--- src/rtl/api_ext_port_master.sv ---
// ---------------------------------------------------------------------------
// api_ext_port_master
//
// Upstream driver for the api_extension I/O port. A single-cycle host access
// (host_cs / host_we / host_address / host_write_data) is turned into the
// port's multi-cycle command/status handshake. The result is returned to the
// host as a one-cycle host_ready pulse with host_error and host_read_data.
// A hung endpoint is aborted after TIMEOUT_CYCLES. The command is held IDLE
// for RELEASE_CYCLES after every access before the next request is taken.
//
// Parameters
//   TIMEOUT_CYCLES  cycles from command issue to forced abort (4..65535)
//   RELEASE_CYCLES  cycles command stays IDLE after completion (2..7)
//
// Ports
//   clk              system clock
//   reset_n          synchronous active-low reset
//   host_cs          request strobe, only looked at in IDLE
//   host_we          1 = write, 0 = read
//   host_address     target address, [31:24] selects the module
//   host_write_data  write data
//   host_read_data   read result, held from host_ready until next accept
//   host_ready       one-cycle completion pulse
//   host_error       error flag, only non-zero together with host_ready
//   host_busy        high from acceptance until the FSM is back in IDLE
//   command          port command: 0 IDLE, 1 READ, 3 WRITE
//   status           port status: 0 BUSY, 1 READY, 3 ERROR (2 = undefined)
//   address          port address, stable while command is non-IDLE
//   write_data       port write data, stable while command is non-IDLE
//   read_data        port read data
//   debug_state      current FSM state (0 IDLE, 1 ISSUE, 2 WAIT, 3 RELEASE)
//
// Handshake: a request is taken on a rising edge where host_cs = 1 and the
// FSM is in IDLE (host_busy = 0); requests while busy are dropped, never
// queued. Exactly one host_ready pulse follows every accepted request unless
// reset intervenes. On the port side the command is issued, the endpoint
// acknowledges by reporting BUSY, and completion is the first non-BUSY
// status after that.
// ---------------------------------------------------------------------------
module api_ext_port_master #(
  parameter logic [15:0] TIMEOUT_CYCLES = 16'd1024,
  parameter logic [2:0]  RELEASE_CYCLES = 3'd3
) (
  input  logic        clk,
  input  logic        reset_n,
  input  logic        host_cs,
  input  logic        host_we,
  input  logic [31:0] host_address,
  input  logic [31:0] host_write_data,
  output logic [31:0] host_read_data,
  output logic        host_ready,
  output logic        host_error,
  output logic        host_busy,
  output logic [1:0]  command,
  input  logic [1:0]  status,
  output logic [31:0] address,
  output logic [31:0] write_data,
  input  logic [31:0] read_data,
  output logic [1:0]  debug_state
);

  localparam logic [1:0] CMD_IDLE  = 2'd0;
  localparam logic [1:0] CMD_READ  = 2'd1;
  localparam logic [1:0] CMD_WRITE = 2'd3;

  localparam logic [1:0] ST_BUSY   = 2'd0;
  localparam logic [1:0] ST_READY  = 2'd1;

  typedef enum logic [1:0] {
    S_IDLE    = 2'd0,
    S_ISSUE   = 2'd1,
    S_WAIT    = 2'd2,
    S_RELEASE = 2'd3
  } state_t;

  state_t state_q;
  state_t state_d;

  // Registered port status; every decision is taken on this copy.
  logic [1:0]  status_r;

  logic [15:0] timeout_ctr;
  logic [15:0] timeout_ctr_d;
  logic [2:0]  release_ctr;
  logic [2:0]  release_ctr_d;
  logic        we_r;
  logic        we_d;
  logic        err_flag;
  logic        err_flag_d;

  logic [1:0]  command_d;
  logic [31:0] address_d;
  logic [31:0] write_data_d;
  logic [31:0] host_read_data_d;
  logic        host_ready_d;
  logic        host_error_d;
  logic        host_busy_d;

  logic        timeout_hit;
  logic        release_done;
  logic        port_done;
  logic [15:0] timeout_inc;

  assign timeout_hit  = (timeout_ctr == (TIMEOUT_CYCLES - 16'd1));
  assign release_done = (release_ctr == (RELEASE_CYCLES - 3'd1));
  assign port_done    = (status_r != ST_BUSY);
  // Saturating increment so a very long stall can never wrap back to zero.
  assign timeout_inc  = (timeout_ctr == 16'hffff) ? timeout_ctr
                                                  : timeout_ctr + 16'd1;

  assign debug_state = state_q;

  // -------------------------------------------------------------------------
  // State register
  // -------------------------------------------------------------------------
  always_ff @(posedge clk) begin
    if (!reset_n) begin
      state_q <= S_IDLE;
    end else begin
      state_q <= state_d;
    end
  end

  // -------------------------------------------------------------------------
  // Next-state logic
  // -------------------------------------------------------------------------
  always_comb begin
    state_d = state_q;
    case (state_q)
      S_IDLE: begin
        if (host_cs) state_d = S_ISSUE;
      end
      S_ISSUE: begin
        // READY right after issue is the endpoint's idle status, not a
        // completion; only BUSY proves the command was taken.
        if (timeout_hit)                 state_d = S_RELEASE;
        else if (status_r == ST_BUSY)    state_d = S_WAIT;
      end
      S_WAIT: begin
        if (timeout_hit || port_done)    state_d = S_RELEASE;
      end
      S_RELEASE: begin
        if (release_done)                state_d = S_IDLE;
      end
      default: state_d = S_IDLE;
    endcase
  end

  // -------------------------------------------------------------------------
  // Output / datapath next values (all registered below)
  // -------------------------------------------------------------------------
  always_comb begin
    command_d        = command;
    address_d        = address;
    write_data_d     = write_data;
    host_read_data_d = host_read_data;
    host_ready_d     = 1'b0;
    host_error_d     = 1'b0;
    host_busy_d      = host_busy;
    we_d             = we_r;
    err_flag_d       = err_flag;
    timeout_ctr_d    = timeout_ctr;
    release_ctr_d    = release_ctr;

    case (state_q)
      S_IDLE: begin
        if (host_cs) begin
          address_d     = host_address;
          write_data_d  = host_write_data;
          we_d          = host_we;
          command_d     = host_we ? CMD_WRITE : CMD_READ;
          host_busy_d   = 1'b1;
          err_flag_d    = 1'b0;
          timeout_ctr_d = 16'd0;
        end
      end

      S_ISSUE, S_WAIT: begin
        timeout_ctr_d = timeout_inc;
        if (timeout_hit) begin
          // Abort wins over a completion seen in the same cycle.
          command_d        = CMD_IDLE;
          err_flag_d       = 1'b1;
          host_read_data_d = 32'd0;
          release_ctr_d    = 3'd0;
        end else if ((state_q == S_WAIT) && port_done) begin
          host_read_data_d = we_r ? 32'd0 : read_data;
          // ERROR (3) and the undefined code (2) both have bit 1 set.
          err_flag_d       = status_r[1];
          command_d        = CMD_IDLE;
          release_ctr_d    = 3'd0;
        end
      end

      S_RELEASE: begin
        release_ctr_d = release_ctr + 3'd1;
        if (release_done) begin
          host_ready_d = 1'b1;
          host_error_d = err_flag;
          host_busy_d  = 1'b0;
        end
      end

      default: begin
        command_d = CMD_IDLE;
      end
    endcase
  end

  // -------------------------------------------------------------------------
  // Datapath / output registers
  // -------------------------------------------------------------------------
  always_ff @(posedge clk) begin
    if (!reset_n) begin
      status_r       <= ST_READY;
      timeout_ctr    <= 16'd0;
      release_ctr    <= 3'd0;
      we_r           <= 1'b0;
      err_flag       <= 1'b0;
      command        <= CMD_IDLE;
      address        <= 32'd0;
      write_data     <= 32'd0;
      host_read_data <= 32'd0;
      host_ready     <= 1'b0;
      host_error     <= 1'b0;
      host_busy      <= 1'b0;
    end else begin
      status_r       <= status;
      timeout_ctr    <= timeout_ctr_d;
      release_ctr    <= release_ctr_d;
      we_r           <= we_d;
      err_flag       <= err_flag_d;
      command        <= command_d;
      address        <= address_d;
      write_data     <= write_data_d;
      host_read_data <= host_read_data_d;
      host_ready     <= host_ready_d;
      host_error     <= host_error_d;
      host_busy      <= host_busy_d;
    end
  end

endmodule

--- config.mk ---
export PLATFORM = sky130hd
export DESIGN_NAME = api_ext_port_master
export DESIGN_NICKNAME = d
export VERILOG_FILES = /design/src/rtl/api_ext_port_master.sv
export SDC_FILE = /design/constraint.sdc
export NUM_CORES = 1
export LEC_CHECK = 0
export BUFFER_PORTS_ARGS = -buffer_cell sky130_fd_sc_hd__buf_2
export CAP_MARGIN = 20
export CORE_MARGIN = 2
export CORE_UTILIZATION = 40
export CTS_CLUSTER_SIZE = 25
export DETAILED_ROUTE_END_ITERATION = 7
export GPL_ROUTABILITY_DRIVEN = 0
export GPL_TIMING_DRIVEN = 1
export PLACE_DENSITY_LB_ADDON = 0.05
export SLEW_MARGIN = 10
export SYNTH_ARGS = -nofsm -noshare
export SYNTH_HDL_FRONTEND = slang
export SYNTH_SLANG_ARGS = --single-unit
--- constraint.sdc ---
create_clock -name clk -period 2.8 [get_ports clk]
set_input_delay 0.42 -clock clk [delete_from_list [all_inputs] [get_ports clk]]
set_output_delay 0.42 -clock clk [all_outputs]
set_load 0.05 [all_outputs]
==> metrics list <==
- The flow ran to the end, and the final reports show no timing, DRC or antenna violations.
- The count of nets left with antenna violations once routing finished came out at 0.
* Post-CTS Repair Setup Buffers: 0
- Layout filler cell count: 1,217
- At the worst endpoint, the arrival time is roughly 2.8 ns.
- Number of global-route vias before repair: 4,625
* Leading cell type in the layout, fill and taps excluded: buf_2
- Post-CTS Hold Fix Bufs: 0
- Area added between synthesis and finish: 35.8%
* HP Start: status[0]
* Initial antenna violation count: 0
- The number of gates resized after CTS was 0.
* Final count of hold timing violations: 0
- STA classifies the critical path startpoint as a flip-flop.
- First-pass iteration count of the detailed router: 5
* Global route total overflow: 0
* Placed instance area: 6440 sq um
- In this run the worst setup path begins at debug_state[1].
- Endpoint kind of the worst setup timing path: flip-flop
* Number of placement rows: between 40 and 50
- Most used DFF post-synth: dfxtp_1
- Proportion of netlist area held by the largest area contributor: 48.4%
- Class of the worst hold path: in2reg
- Worst slew margin relative to its limit: 34.9%
- The floorplan step defined a die boundary enclosing 14,000 sq um.
- Leakage power figure: 3.35 nW
- Dividing the final minimum period by the clock period gives slightly above 90%.
- For the final routed database, the setup TNS stands at 0 ns.
- H-Tree Level Count: 4
* Floorplan die height: between 100 and 150 um
- Max-cap violations in this run came to 0.
- Num CTS Buffers: 17
* Antenna cells: 0
- Fraction of registers with async set/reset: 0%
* Max-slew violation count: 0
- Start-to-end type of the worst setup path: reg2reg
- Count of warnings emitted by yosys: 0
- In the final routed layout, each cell accounts on average for 14.1 um.
- Pin placement for this block handled 205 I/O pins.
- DRT iter0 DRCs: 199
- After synthesis the cells add up to 5210 sq um.
- The worst register-to-register path begins at debug_state[1].
* Top fanout value on the critical path: 14
- Via count: approximately 5,000
* Post-synth EDFFs: 0
- Synth top area cells: dfxtp_1 (48%), nand2_1 (14%), mux2i_1 (8.3%)
- The later pin in the worst-skew pair is clocked with a latency of approximately 0.41 ns.
- Clock sink count: 126
- Post-detail-place hpwl: 9890 um
- The synthesized design contains 126 register bits.
- After synthesis, flip-flops and latches occupy 48.4% of the total area.
- Required arrival time at the worst endpoint: approximately 3 ns
- VDD sags by at most approximately 0.35 mV.
* Netlist cell types: 48
* Vias per cell: a little under 5
- Mapped Avg Cell Area: 8.26 sq um
- TritonCTS built the clock tree.
* Total global-route track usage: 20.2%
- Maximum clock insertion buffer count: 2
* Total power divided by cell area: 962 nW/um^2
* Nets: 936
* Worst Max-Slew Pin Slew: 0.977 ns
- Highest Clock Rate: 388 MHz
- Setup violations remaining at the end of the flow were counted as 0.
* Total of buffers placed on input and output ports: 204
- The routed design has roughly 14,000 um of wire.
- Cell type contributing the most total cell area after synthesis: dfxtp_1
* Final critical path time including I/O delays and setup: 2.58 ns
- Summing all non-filler instances in the final layout gives an area of around 7100 sq um.
* Most frequent cells in the layout: buf_2 (204), nand2_1 (189), dfxtp_1 (126), a21oi_1 (69), nand3_1 (44)
- Largest net degree at the start of global routing: 43
- When the netlist entered floorplanning its net count stood at 741.
* Worst Skew: around 0.0096 ns
* Number of DRC violations after detailed routing: 0
- CTS placed an instance of clkbuf_16 at the clock tree root.
- Core area: 12,700 sq um
- First-pass GRT wire length: 23,000 um
- For this configuration, the core starts out at a cell density of 41.1%.
* Layout cell share with drive strength beyond 1: 31.7%
- RSZ-0062 raised after global routing: false
- In the synthesized netlist, the number of instances is 631.
* Clock Pin Slew Worst Setup and Hold Paths: roughly 0.060 ns
* Die boundary width: ~120 um
state kept, by name, summed over array words and instances, names as in the netlist, 2 cells and up:
signal	cells
address	32
host_read_data	32
write_data	32
timeout_ctr	16
release_ctr	3
command	2
debug_state	2
status_r	2
worst paths after layout:
check,cells past startpoint,slack [ns],endpoint
max,5,0.22,timeout_ctr[3]
min reg2reg,2,0.45,address[0]
min,2,0.19,status_r[0]
max reg2reg,5,0.22,timeout_ctr[3]
power breakdown:
part	switching, W	leakage (nW)	internal, W
logic	0.00166	2.01	0.000618
registers	0.000132	1.03	0.00203
clock network	0.000779	0.314	0.00159
final cells by class:
type                    count  area, sq um  share of cell area (%)
clock buffers              20          447                    6.31
clock inverters            12          191                    2.71
inverters                   8         30.0                   0.424
multi-input cells         452         2490                    35.3
flip-flops and latches    126         2520                    35.7
well taps                 172          215                    3.04
repair buffers            221         1170                    16.6
worst max-delay path: stages (launching register included):
cell and delay (ns):
dfxtp_1 0.44, inv_1 0.13, ha_1 0.49, and3_1 0.29, a21oi_1 0.79, o21ai_0 0.26
synthesized netlist by cell type, types with 7 or more instances:
cell type,number
nand3_1,44
dfxtp_1,126
buf_2,7
inv_1,7
clkbuf_1,28
ha_1,8
a21oi_1,69
nor2_1,16
mux2i_1,43
o21ai_0,8
buf_1,10
nand2_1,190
metal layers:
layer	up-vias	share of wire [%]	wire, um	track usage (%)
li1	2544	-	-	-
met4	0	1.3	178	7.68
met3	15	7.2	1020	5.79
met1	2273	44	6240	25.1
met2	183	48	6790	33.2
met5	-	0	0	0
per-stage QoR:
step	instances	power (W)	setup slack [ns]	hold WS [ns]	utilization (%)
6_report	1011	0.00680	0.223	0.190	55.8
3_3_place_gp	979	0.00444	0.413	0.438	50.8
2_1_floorplan	631	0.00385	0.287	0.430	-
3_5_place_dp	979	0.00448	0.252	0.443	50.8
4_1_cts	1011	0.00687	0.241	0.168	55.8
5_1_grt	1011	0.00715	0.0365	0.183	55.8
logic make-up after synthesis:
logic type,synth area share [%]
buf+inv,3.99
compound gates,12.1
fa+ha+maj,1.92
mux,8.91
simple gates,24.7
flops,48.4
Note: power is estimated with default switching activity, not from simulation.
